--- config.mk ---
export PLATFORM = sky130hd
export DESIGN_NAME = pmem_banked
export DESIGN_NICKNAME = d
export VERILOG_FILES = /design/src/rtl/pmem_banked.sv
export SDC_FILE = /design/constraint.sdc
export NUM_CORES = 1
export LEC_CHECK = 0
export BUFFER_PORTS_ARGS = -buffer_cell sky130_fd_sc_hd__buf_4
export CORE_MARGIN = 1
export CORE_UTILIZATION = 50
export DETAILED_ROUTE_END_ITERATION = 7
export GPL_ROUTABILITY_DRIVEN = 1
export PLACE_DENSITY = 0.66
export SLEW_MARGIN = 20
export SYNTH_ARGS = -nofsm -noshare
export SYNTH_HDL_FRONTEND = slang
export SYNTH_SLANG_ARGS = --single-unit
--- constraint.sdc ---
create_clock -name clock -period 3 [get_ports clock]
set_input_delay 0.6 -clock clock [delete_from_list [all_inputs] [get_ports clock]]
set_output_delay 0.6 -clock clock [all_outputs]
set_load 0.005 [all_outputs]
--- src/rtl/pmem_banked.sv ---
// pmem_banked: banked code/data memory with latency, range and write-protect errors.
// Ports: clock, reset (sync, active-high), select/addr/data_in/memory_type_data/write/code_wp in;
//        data_out, data_ready, error out (all registered).
module pmem_banked #(
  parameter int DATA_W         = 8,
  parameter int ADDR_W         = 8,
  parameter int CODE_DEPTH     = 32,
  parameter int DATA_DEPTH     = 8,
  parameter int LATENCY        = 0,
  parameter int CLEAR_ON_RESET = 1
) (
  input  logic              clock,
  input  logic              reset,
  input  logic              select,
  input  logic [ADDR_W-1:0] addr,
  input  logic [DATA_W-1:0] data_in,
  input  logic              memory_type_data,
  input  logic              write,
  input  logic              code_wp,
  output logic [DATA_W-1:0] data_out,
  output logic              data_ready,
  output logic              error
);

  localparam int CW = (CODE_DEPTH > 1) ? $clog2(CODE_DEPTH) : 1;
  localparam int DW = (DATA_DEPTH > 1) ? $clog2(DATA_DEPTH) : 1;

  // One extra bit so a depth of exactly 2**ADDR_W is representable.
  localparam logic [ADDR_W:0] CODE_LIM = CODE_DEPTH[ADDR_W:0];
  localparam logic [ADDR_W:0] DATA_LIM = DATA_DEPTH[ADDR_W:0];
  localparam logic [3:0]      LAT      = LATENCY[3:0];

  typedef enum logic [1:0] {
    S_IDLE,
    S_WAIT,
    S_DONE
  } state_t;

  state_t state;
  logic [3:0] cnt;

  logic [ADDR_W-1:0] req_addr;
  logic [DATA_W-1:0] req_data;
  logic              req_mtd;
  logic              req_wr;

  logic [DATA_W-1:0] code_mem [CODE_DEPTH];
  logic [DATA_W-1:0] data_mem [DATA_DEPTH];

  logic [CW-1:0]     cidx;
  logic [DW-1:0]     didx;
  logic              in_range;
  logic              acc_fire;
  logic              wr_ok;
  logic              acc_err;
  logic [DATA_W-1:0] rd_word;
  logic [DATA_W-1:0] acc_out;

  assign cidx = req_addr[CW-1:0];
  assign didx = req_addr[DW-1:0];

  // Full-width unsigned compare: no aliasing onto low address bits.
  assign in_range = req_mtd
                  ? ({1'b0, req_addr} < DATA_LIM)
                  : ({1'b0, req_addr} < CODE_LIM);

  // The single access edge of a transaction.
  assign acc_fire = (state == S_WAIT) && select && (cnt == 4'd0);

  // code_wp is looked at live, i.e. on the access edge.
  assign wr_ok = req_wr && in_range && (req_mtd || !code_wp);

  assign acc_err = !in_range || (req_wr && !req_mtd && code_wp);

  always_comb begin
    rd_word = '0;
    if (in_range) begin
      if (req_mtd) rd_word = data_mem[didx];
      else         rd_word = code_mem[cidx];
    end
  end

  assign acc_out = (req_wr || !in_range) ? '0 : rd_word;

  always_ff @(posedge clock) begin
    if (reset) begin
      if (CLEAR_ON_RESET != 0) begin
        for (int i = 0; i < CODE_DEPTH; i++) code_mem[i] <= '0;
        for (int i = 0; i < DATA_DEPTH; i++) data_mem[i] <= '0;
      end
    end else if (acc_fire && wr_ok) begin
      if (req_mtd) data_mem[didx] <= req_data;
      else         code_mem[cidx] <= req_data;
    end
  end

  always_ff @(posedge clock) begin
    if (reset) begin
      state      <= S_IDLE;
      cnt        <= 4'd0;
      req_addr   <= '0;
      req_data   <= '0;
      req_mtd    <= 1'b0;
      req_wr     <= 1'b0;
      data_out   <= '0;
      data_ready <= 1'b0;
      error      <= 1'b0;
    end else begin
      unique case (state)
        S_IDLE: begin
          if (select) begin
            req_addr <= addr;
            req_data <= data_in;
            req_mtd  <= memory_type_data;
            req_wr   <= write;
            cnt      <= LAT;
            state    <= S_WAIT;
          end
        end
        S_WAIT: begin
          if (!select) begin
            cnt   <= 4'd0;
            state <= S_IDLE;
          end else if (cnt != 4'd0) begin
            cnt <= cnt - 4'd1;
          end else begin
            data_out   <= acc_out;
            error      <= acc_err;
            data_ready <= 1'b1;
            state      <= S_DONE;
          end
        end
        S_DONE: begin
          if (!select) begin
            data_out   <= '0;
            error      <= 1'b0;
            data_ready <= 1'b0;
            state      <= S_IDLE;
          end
        end
        default: state <= S_IDLE;
      endcase
    end
  end

endmodule

# Word level (Yosys, flattened, before mapping)

Memory sizes are Yosys's and may differ from the RTL's. A register that Yosys moved wholly into a read port is not among the register bits.
Cells that the tools add are included.

Memories kept: 2
Register bits: 34
Input bits: 22
Memory bits (read-only): 0
RAM bits: 320
Latch bits: 0

Equality and inequality tests: 8
Divide/modulo/power cells: 0
Bitwise logic cells: 0
Add/subtract/negate cells: 1
Reduce and logical (&&, ||, !) cells: 24
Muxes and demuxes: 44
Multipliers: 0
Shift operators: 0
Order comparisons: 2

Memory list:

| memory   | words | bits a word | rd ports | clocked after Yosys merged registers in | wr ports | RTL line | RTL |
|---|---|---|---|---|---|---|---|
| code_mem | 32    | 8           | 1        | 1                                       | 32       | 47       | `logic [DATA_W-1:0] code_mem [CODE_DEPTH];` |
| data_mem | 8     | 8           | 1        | 1                                       | 8        | 48       | `logic [DATA_W-1:0] data_mem [DATA_DEPTH];` |

Operators with widths:

| cell                | count |
|---|---|
| $mux 8              | 8 |
| $mux 1              | 18 |
| $pmux 8 s2          | 1 |
| $reduce_or 8->1     | 2 |
| $mux 5              | 3 |
| $mux 4              | 3 |
| $mux 3              | 3 |
| $lt 8x4->1 const B  | 1 |
| $lt 8x6->1 const B  | 1 |
| $mux 2              | 4 |
| $ne 2x2->1 const B  | 4 |
| $pmux 4 s2          | 1 |
| $logic_and 1x1->1   | 7 |
| $pmux 2 s3          | 1 |
| $reduce_and 3->1    | 2 |
| $logic_not 4->1     | 1 |
| $pmux 1 s2          | 2 |
| $reduce_and 4->1    | 1 |
| $reduce_bool 2->1   | 2 |
| $reduce_bool 4->1   | 1 |
| $sub 4x1->4 const B | 1 |
| $logic_not 1->1     | 3 |
| $logic_or 1x1->1    | 3 |
| $ne 3x2->1 const B  | 1 |
| other kinds (5)     | 5 |

# Longest topological paths before layout

Gate-level depths: netlist of the first run.

Word-level depth: 10
Gate-level depth with buffers: 9
Gate-level depth less buffers: 6

# Worst setup path before layout of the first run

OpenSTA, ideal clock, no wires.

Path type: register to register
From: register cnt[0]
To: memory data_mem[0][0], enable pin
Library setup time: 0.375 ns
Required time: 2.625 ns
Period minus slack after synthesis: 2.558 ns
Arrival time: 2.184 ns
Slack: 0.442 ns
Cell stages (with the launch flop): 10
Path through: dfxtp_1 -> inv_1 -> ha_1 -> and4bb_1 -> buf_4 -> nor4b_4 -> buf_8 -> nand4b_4 -> buf_6 -> o21bai_1

RTL lines:

| element                | RTL line | RTL |
|---|---|---|
| from (decl)            | 40       | `logic [3:0] cnt;` |
| from (signal assigned) | 125      | `cnt <= cnt - 4'd1;` |
| to (decl)              | 48       |  |

==> flow_metrics.py, run 1 <==
metrics = {
    "outcome": {
        "status": "completed",
    },
    "detailed_routing": {
        "viasPerCell": 6.10,
        "vias": 9969,
        "first_iter_violations": 1091,
        "drt.antenna.violating_nets": 0,
        "routed_wl_um": 39900,
        "drcViolationCount": 0,
        "wl_per_cell_um": 24.5,
        "dr.pass1.iters": 5,
    },
    "cts": {
        "path_clk_slew_ns": 0.06,
        "cts.sinks": 359,
        "post-cts-setup-buffers": 0,
        "clkLatencyLatePin_ns": 0.52,
        "cts_root_buffer": "clkbuf_16",
        "cts_buffers": 38,
        "cts_buffer_depth": 3,
        "h-tree-depth": 2,
        "holdBufCountCts": 0,
        "post_cts_resized": 0,
        "cts_tree": "yes",
    },
    "global_routing": {
        "grt_use_total_pct": 24.7,
        "grt_pass1_wl_um": 62400,
        "grt_antenna_before_repair": 0,
        "grt_pass1_vias": 10000,
        "grt-ovfl-total": 0,
        "grt_max_degree": 73,
    },
    "timing": {
        "slew_viol_final": 0,
        "setup_violations": 0,
        "rsz0062_at_grt": "no",
        "worstMarginPinSlew_ns": 0.986,
        "fin_worst_skew_ns": 0.0193,
        "max_freq_mhz": 405,
        "relSlewSlack_pct": 34.3,
        "final.period_utilization_pct": 82.4,
        "finalCriticalPeriod_ns": 2.47,
        "final_hold_viol_count": 0,
        "tns_ns": 0,
    },
    "logic_synthesis": {
        "syn_area_um2": 16700,
        "synth_warnings": 0,
        "ys_seq_area_share_pct": 62.2,
        "synth.area.mux_share_pct": 13.4,
        "syn_inst": 1137,
        "synth_compound_area_share_pct": 3.79,
        "synth_cell_types": 40,
        "synth_top_family_by_area": "simple AND/OR/NAND/NOR gates",
        "synth_nets": 1160,
        "ys_ff_latch": 359,
        "synth.avg_cell_area_um2": 14.7,
        "synth_fa_ha_area_share_pct": 0.0749,
        "synth_xor_area_share_pct": 0.210,
        "yosys.area_share.simple_pct": 15.6,
    },
    "die": {
        "io_pins": 32,
        "die_area_um2": 34100,
        "fp.dieH_um": 185,
        "fp.dieW_um": 185,
        "fp-row-count": 66,
        "initial_core_util_pct": 51.1,
        "core_area_um2": 32700,
    },
    "placed_design": {
        "place.port_buffers": 31,
        "placed_cell_area_um2": 17600,
        "dp.final_hpwl_um": 25600,
        "place_congestion": 0.812,
    },
    "worst_setup_path": {
        "r2r_slack_ns": 0.53,
        "crit_path_max_fanout": 18,
        "crit_buf_inv": 3,
        "path_class": "reg2reg",
        "end_kind": "flip-flop",
        "slowest_stage": "o21bai_1",
        "critPathRequiredTime_ns": 3.23,
        "start_kind": "flip-flop",
        "path_cells": "inv_1 > ha_1 > and4bb_1 > nor4b_4 > buf_12 > nand4_4 > o21bai_1 > buf_4",
        "arrival_ns": 2.70,
        "critical-path-top-delay-family": "simple AND/OR/NAND/NOR gates",
        "max_stage_delay_ns": 0.37,
    },
    "cells_and_area": {
        "postLayoutCellArea_um2": 18800,
        "nets": 1185,
        "syn_to_final_growth_pct": 12.6,
        "nFillCells": 2613,
        "final_layout_size_suffix_gt1_share_pct": 30.8,
        "antenna_cells": 0,
    },
    "power_and_ir_drop": {
        "cellPowerDensity_nw_per_um2": 607,
        "peakVddDrop_v": 0.000437,
        "leakage_nw": 5.98,
    },
    "run": {
        "drv_cap": 0,
    },
    "worst_hold_path": {
        "holdCritPathClass": "in2reg",
    },
}
final timing paths:
kind                                    to                startpoint  cells after the start
max          code_mem[24][1]$_SDFFCE_PN0P_       cnt[0]$_SDFFE_PP0P_                      8
min               req_data[3]$_SDFFE_PP0P_                data_in[3]                      3
max reg2reg  code_mem[24][1]$_SDFFCE_PN0P_       cnt[0]$_SDFFE_PP0P_                      8
min reg2reg       req_addr[7]$_SDFFE_PP0P_  req_addr[7]$_SDFFE_PP0P_                      2
tightest hold or removal path, cell delays in order:
cell	delay, ns
buf_4	0.11
nand2_1	0.04
a21oi_1	0.05
cell type report:
type,count,area (µm²),area share [%]
sequential,359,10400,55.3
multi-input combinational,622,5540,29.4
clock buffer,53,1090,5.80
timing repair buffer,130,1040,5.52
tap,442,553,2.94
clock inverter,16,151,0.805
inverter,11,41.3,0.220
synthesized netlist by cell type (all sizes together):
cell | instances | area share, %
nor3 | 321 | 11
edfxtp | 320 | 58
mux4 | 96 | 13
clkbuf | 87 | 2.0
buf | 58 | 2.5
nand2 | 49 | 1.1
o21bai | 42 | 1.9
dfxtp | 39 | 4.7
a21oi | 31 | 0.93
inv | 11 | 0.25
or3b | 9 | 0.47
a221oi | 8 | 0.42
mux2i | 8 | 0.48
nand2b | 8 | 0.30
o22ai | 8 | 0.30
nand4 | 7 | 0.89
nor2 | 6 | 0.13
nand4b | 4 | 0.48
nor2b | 4 | 0.15
xnor2 | 4 | 0.21
a211oi | 2 | 0.090
and2 | 2 | 0.075
or2 | 2 | 0.075
or3 | 2 | 0.075
a21boi | 1 | 0.067
and4bb | 1 | 0.075
ha | 1 | 0.075
nand3 | 1 | 0.030
nand3b | 1 | 0.045
nor3b | 1 | 0.045
nor4b | 1 | 0.14
o21a | 1 | 0.045
o311ai | 1 | 0.052
per-stage QoR:
step / util [%] / power (mW) / setup slack (ns) / hold WS, ns / cells
final: 57.5 / 11.4 / 0.529 / 0.327 / 1633
after global routing: 57.5 / 11.7 / 0.378 / 0.332 / 1633
after CTS: 57.5 / 11.5 / 0.539 / 0.316 / 1633
after detailed placement: 53.7 / 6.85 / 0.400 / 0.451 / 1564
after global placement: 53.7 / 6.83 / 0.430 / 0.444 / 1564
after floorplan: - / 6.45 / 0.442 / 0.431 / 1137
layout by cell type (no fill, tap or decap), types with 4 or more instances in the layout:
cell type  synthesis  layout
buf_12             0       5
nor2b_1            4       4
xnor2_1            4       4
dfxtp_1           39      36
or3b_1             8       8
clkinv_1           0       6
clkbuf_1          87      10
nand2_1           49      48
nor2_1             6       6
nor3_1           259     259
a221oi_1           8       8
o21bai_1          42      42
nor3_2            62      62
edfxtp_1         320     320
mux4_2            96      96
clkbuf_16          0      41
mux2i_1            8       8
buf_4              6     125
clkinv_2           0      10
o22ai_1            8       8
inv_1             11       7
nand2b_1           8       6
nand4_4            7       7
a21oi_1           31      31
flip-flops by register name, indices dropped and copies added, names as in the netlist, named ones only:
register and cells:
code_mem 256, data_mem 64, data_out 8, req_addr 8, req_data 8, cnt 4
state 2, data_ready 1, error 1, req_mtd 1, req_wr 1
routing by layer:
layer	vias to the layer above	GRT usage [%]	wire, µm
li1	4481	-	-
met1	5014	36.4	16600
met2	414	39.0	19300
met3	60	3.08	3110
met4	0	6.71	852
met5	-	0	0
power by group:
group | internal, mW | leakage [nW] | switching (mW)
Clock | 2.80 | 0.618 | 1.88
Combinational | 0.398 | 1.74 | 0.644
Sequential | 5.60 | 3.63 | 0.0964
Total | 8.80 | 5.98 | 2.62
cells by family after synthesis:
kind of cell	after synthesis
buf+inv	156
xor+xnor	4
fa+ha+maj	1
compound gates	94
flops	359
mux	104
simple gates	419
Note: power is estimated with default switching activity, not from simulation.
==> run 2: changes to the inputs <==
--- a/config.mk
+++ b/config.mk
@@ -10,7 +10,7 @@
 export CORE_UTILIZATION = 50
 export DETAILED_ROUTE_END_ITERATION = 7
 export GPL_ROUTABILITY_DRIVEN = 1
-export PLACE_DENSITY = 0.66
+export PLACE_DENSITY = 0.68
 export SLEW_MARGIN = 20
 export SYNTH_ARGS = -nofsm -noshare
 export SYNTH_HDL_FRONTEND = slang
==> constraint.sdc (replaced) <==
create_clock -name clock -period 2.27 [get_ports clock]
set_input_delay 0.454 -clock clock [delete_from_list [all_inputs] [get_ports clock]]
set_output_delay 0.454 -clock clock [all_outputs]
set_load 0.005 [all_outputs]
==> run 2 against run 1 <==
Net effect:
- global-route usage is 0.058 points higher
- setup slack worse by 0.51 ns
- utilization is 2.7 points higher
- critical endpoint is now code_mem[24][4]$_SDFFCE_PN0P_
- highest routed layer unchanged
==> flow_metrics.py, run 2 (synthesized netlist as in run 1, its figures left out) <==
metrics = {
    "cts": {
        "cts_buffers": 38,
        "cts_root_buffer": "clkbuf_16",
        "cts_tree": "yes",
        "h-tree-depth": 2,
        "cts.sinks": 359,
        "path_clk_slew_ns": 0.06,
        "clkLatencyLatePin_ns": 0.53,
        "cts_buffer_depth": 3,
        "holdBufCountCts": 0,
    },
    "power_and_ir_drop": {
        "leakage_nw": 6.34,
        "peakVddDrop_v": 0.000475,
        "power_frac_comb_pct": 10.6,
        "total_power_mw": 14.9,
        "p_int_mw": 11.4,
        "pwr-share-seq_pct": 50.5,
        "cellPowerDensity_nw_per_um2": 755,
        "sw_frac_of_total_pct": 23.6,
        "p_sw_mw": 3.51,
        "clock_power_share_pct": 38.9,
    },
    "global_routing": {
        "grt-ovfl-total": 0,
        "grt_max_degree": 73,
        "grt_antenna_before_repair": 1,
        "grt_pass1_wl_um": 62800,
        "grt_use_total_pct": 24.8,
        "grt_pass1_vias": 10200,
    },
    "timing": {
        "final_hold_viol_count": 0,
        "max_freq_mhz": 444,
        "relSlewSlack_pct": 38.9,
        "tns_ns": 0,
        "finalCriticalPeriod_ns": 2.25,
        "slew_viol_final": 0,
        "timing.hold.ws_ns": 0.183,
        "worstMarginPinSlew_ns": 0.917,
        "rsz0062_at_grt": "yes",
        "fin_worst_skew_ns": 0.0144,
        "final.period_utilization_pct": 99.2,
        "setup_violations": 0,
    },
    "cells_and_area": {
        "nFillCells": 2470,
        "nets": 1215,
        "mostFrequentLayoutCells": "edfxtp_1, nor3_1, buf_4",
        "syn_to_final_growth_pct": 17.9,
        "utilization_pct": 60.2,
        "postLayoutCellArea_um2": 19700,
        "largest_reg_flops": 256,
        "largest-register": "code_mem",
        "final_layout_size_suffix_gt1_share_pct": 36.1,
        "multi_input_comb_area_um2": 5930,
        "final-seq-area_um2": 10400,
        "final_common_cell": "edfxtp_1",
        "top_regs": "code_mem: 256 flops, data_mem: 64 flops",
    },
    "detailed_routing": {
        "first_iter_violations": 1096,
        "wl_per_cell_um": 24.7,
        "viasPerCell": 6.19,
        "vias": 10300,
        "routed_wl_um": 41100,
        "drt.antenna.violating_nets": 0,
        "drcViolationCount": 0,
        "dr.pass1.iters": 5,
    },
    "placed_design": {
        "placed_cell_area_um2": 18200,
        "dp.final_hpwl_um": 25900,
        "place.port_buffers": 31,
        "place_congestion": 0.816,
    },
    "outcome": {
        "status": "completed",
    },
    "worst_setup_path": {
        "start_kind": "flip-flop",
        "crit_path_max_fanout": 19,
        "critPathRequiredTime_ns": 2.45,
        "path_class": "reg2reg",
        "arrival_ns": 2.43,
        "end_kind": "flip-flop",
        "r2r_slack_ns": 0.02,
    },
    "die": {
        "initial_core_util_pct": 51.1,
        "fp.dieW_um": 185,
        "die_area_um2": 34100,
        "fp-row-count": 66,
        "fp.dieH_um": 185,
        "io_pins": 32,
        "core_area_um2": 32700,
    },
    "worst_hold_path": {
        "holdCritPathClass": "in2reg",
    },
    "run": {
        "drv_cap": 0,
    },
}
[run 2: changes by cell type in the layout (fill, tap and decap cells not counted), sizes merged]
| cell | delta |
|---|---|
| buf | +27 |
| bufinv | -3 |
| clkbuf | +6 |
| clkinv | -5 |
| clkinvlp | +1 |
| diode | +1 |
| inv | +2 |
| nand4b | +1 |
[run 2: final timing paths]
| path | from | end | depth (start not counted) |
|---|---|---|---|
| worst max-delay path | req_mtd$_SDFFE_PP0P_ | code_mem[24][4]$_SDFFCE_PN0P_ | 6 |
| worst min-delay path | data_in[0] | req_data[0]$_SDFFE_PP0P_ | 3 |
| worst max register to register | req_mtd$_SDFFE_PP0P_ | code_mem[24][4]$_SDFFCE_PN0P_ | 6 |
| worst min register to register | req_data[5]$_SDFFE_PP0P_ | req_data[5]$_SDFFE_PP0P_ | 2 |
[run 2: cell type report]
class / instances / share of cell area, %
sequential: 359 / 52.8
inverter: 11 / 0.210
multi-input combinational: 623 / 30.1
clock buffer: 57 / 5.51
timing repair buffer: 159 / 8.24
antenna: 1 / 0.0127
tap: 442 / 2.81
clock inverter: 11 / 0.267
[run 2: what timing repair did]
action,4_1_cts,5_1_grt
setup buffers,0,14
setup endpoints to repair,0,282
resized for setup,0,26
[run 2: power by group through the flow]
stage                     Sequential, mW  Clock (mW)  Combinational (mW)
after CTS                           7.51        5.83                1.50
after detailed placement            7.65           0                1.49
final                               7.51        5.78                1.57
after global routing                7.53        6.09                1.66
after global placement              7.64           0                1.48
after floorplan                     7.59           0               0.984
[run 2: routing by layer]
metal	routed length, µm	global-route usage [%]	share of wire, %
met1	17300	36.3	42
met2	19800	38.4	48
met3	3180	4.49	7.7
met4	795	6.48	1.9
met5	0	0	0
[run 2: through the flow]
stage / instances / worst slack, ns
floorplan: 1137 / -0.0788
global placement: 1577 / 0.0407
detailed placement: 1577 / 0.00948
CTS: 1645 / 0.00910
global route: 1662 / -0.0670
finish: 1663 / 0.0172
[run 2: worst max-delay path: stages, from the launching register on]
cell      delay, ns
dfxtp_1        0.33
buf_4          0.16
nor2_1         0.51
buf_4          0.28
nand4_4        0.12
buf_12         0.19
o21bai_4       0.31
==> run 3: changes to the inputs <==
--- a/config.mk
+++ b/config.mk
@@ -5,7 +5,7 @@
 export SDC_FILE = /design/constraint.sdc
 export NUM_CORES = 1
 export LEC_CHECK = 0
-export BUFFER_PORTS_ARGS = -buffer_cell sky130_fd_sc_hd__buf_4
+export BUFFER_PORTS_ARGS = -buffer_cell sky130_fd_sc_hd__clkbuf_2
 export CORE_MARGIN = 1
 export CORE_UTILIZATION = 50
 export DETAILED_ROUTE_END_ITERATION = 7
@@ -15,3 +15,4 @@
 export SYNTH_ARGS = -nofsm -noshare
 export SYNTH_HDL_FRONTEND = slang
 export SYNTH_SLANG_ARGS = --single-unit
+export TNS_END_PERCENT = 30
==> run 3 against run 2 <==
Net effect:
- clock skew up 0.0069 ns
- highest routed layer unchanged
- first-iteration DRC count up 13%
- final cell count rose by 0.84%
==> flow_metrics.py, run 3 (synthesized netlist as in run 1, its figures left out) <==
metrics = {
    "cells_and_area": {
        "nFillCells": 2515,
        "largest_reg_flops": 256,
        "mostFrequentLayoutCells": "edfxtp_1, nor3_1, buf_4",
        "antenna_cells": 0,
        "nets": 1228,
        "syn_to_final_growth_pct": 17.2,
        "top_regs": "code_mem: 256 flops, data_mem: 64 flops",
        "final_layout_size_suffix_gt1_share_pct": 36.8,
        "largest-register": "code_mem",
        "final_common_cell": "edfxtp_1",
        "final_cells": 1677,
        "postLayoutCellArea_um2": 19600,
    },
    "cts": {
        "cts.sinks": 359,
        "cts_tree": "yes",
        "clkLatencyLatePin_ns": 0.54,
        "h-tree-depth": 2,
        "cts_buffers": 38,
        "cts_buffer_depth": 3,
        "path_clk_slew_ns": 0.06,
        "cts_root_buffer": "clkbuf_16",
        "holdBufCountCts": 0,
    },
    "die": {
        "fp.dieH_um": 185,
        "fp-row-count": 66,
        "io_pins": 32,
        "core_area_um2": 32700,
        "die_area_um2": 34100,
        "initial_core_util_pct": 51.1,
        "fp.dieW_um": 185,
    },
    "global_routing": {
        "grt_pass1_vias": 10000,
        "grt_max_degree": 73,
        "grt_antenna_before_repair": 0,
        "grt_pass1_wl_um": 62700,
        "grt_use_total_pct": 24.7,
        "grt-ovfl-total": 0,
    },
    "placed_design": {
        "placed_cell_area_um2": 18200,
        "place_congestion": 0.851,
        "dp.final_hpwl_um": 26600,
        "place.port_buffers": 31,
        "dp_cells": 1597,
    },
    "power_and_ir_drop": {
        "peakVddDrop_v": 0.000691,
        "cellPowerDensity_nw_per_um2": 769,
        "leakage_nw": 6.37,
    },
    "timing": {
        "slew_viol_final": 0,
        "tns_ns": 0,
        "final_hold_viol_count": 0,
        "max_freq_mhz": 448,
        "setup_violations": 0,
        "fin_worst_skew_ns": 0.0213,
        "finalCriticalPeriod_ns": 2.23,
        "worstMarginPinSlew_ns": 0.863,
        "rsz0062_at_grt": "yes",
        "final.period_utilization_pct": 98.3,
        "relSlewSlack_pct": 42.5,
    },
    "run": {
        "drv_cap": 0,
    },
    "detailed_routing": {
        "wl_per_cell_um": 24.4,
        "drt.antenna.violating_nets": 0,
        "viasPerCell": 6.21,
        "vias": 10400,
        "dr.pass1.iters": 5,
        "drcViolationCount": 0,
        "routed_wl_um": 41000,
        "first_iter_violations": 1236,
    },
    "worst_setup_path": {
        "critPathRequiredTime_ns": 2.67,
        "crit_buf_inv": 1,
        "max_stage_delay_ns": 0.57,
        "cp_common_cell": "mux4_2",
        "end_kind": "flip-flop",
        "path_class": "reg2reg",
        "path_cells": "buf_12 > mux4_2 > mux4_2 > mux2i_2 > a221oi_1",
        "arrival_ns": 2.63,
        "crit_path_max_fanout": 23,
        "critical-path-top-delay-family": "multiplexers",
        "slowest_stage": "mux4_2",
        "start_kind": "flip-flop",
    },
    "outcome": {
        "status": "completed",
    },
    "worst_hold_path": {
        "holdCritPathClass": "in2reg",
    },
}
run 3: cell count changes in the layout (fill, tap and decap cells not counted), sizes merged:
cell,previous run,this run
buf,157,139
bufinv,0,1
clkbuf,59,83
clkinv,11,13
clkinvlp,1,4
diode,1,0
inv,10,11
nand4,7,10
nand4b,5,4
run 3: area by class of cell:
class	count	area [µm²]	area share, %
Sequential cell	359	10400	53.1
Multi-Input combinational cell	625	5820	29.8
Timing Repair Buffer	170	1550	7.91
Clock buffer	52	1060	5.44
Tap cell	442	553	2.83
Clock inverter	18	139	0.710
Inverter	11	41.3	0.211
run 3: worst reg2reg max path, cell delays in order, from the launching register on:
cell and delay (ns):
dfxtp_4 0.40, buf_12 0.23, mux4_2 0.60, mux4_2 0.52, mux2i_2 0.23, a221oi_1 0.11
run 3: what timing repair did:
item                                    4_1_cts  5_1_grt
endpoints found under the setup margin        4      293
gates cloned                                  0        3
gates resized for setup                       0       22
hold endpoints to repair                      0        0
pin swaps                                     1        4
setup buffers                                 0        7
run 3: path summary, 6_finish.rpt:
path	from	endpoint	slack [ns]	cells after the start
worst max-delay path	flip-flop	data_out[6]$_SDFFE_PP0P_	0.04	5
worst min-delay path	data_in[2]	req_data[2]$_SDFFE_PP0P_	0.13	3
worst max register to register	flip-flop	data_out[6]$_SDFFE_PP0P_	0.04	5
worst min register to register	req_addr[5]$_SDFFE_PP0P_	req_addr[5]$_SDFFE_PP0P_	0.45	2
run 3: through the flow:
stage	util (%)	power [mW]	setup WS [ns]	hold slack (ns)
floorplan	-	8.56	-0.0813	0.431
global placement	55.6	9.11	0.0251	0.443
detailed placement	55.6	9.14	0.00280	0.445
CTS	59.2	15.1	0.00143	0.121
global route	59.8	15.5	-0.0557	0.137
finish	59.8	15.0	0.0390	0.132
run 3: power by group:
part	switching [mW]	internal, mW	total [mW]
Sequential	0.107	7.40	7.51
Combinational	0.907	0.620	1.53
Clock	2.59	3.42	6.01
run 3: per-layer routing:
layer,part of all wire (%),vias to the layer above,GRT usage [%]
met4,2.0,0,6.68
met5,0,-,0
met2,48,444,38.2
met1,43,5312,36.7
met3,7.3,58,3.81
li1,-,4593,-
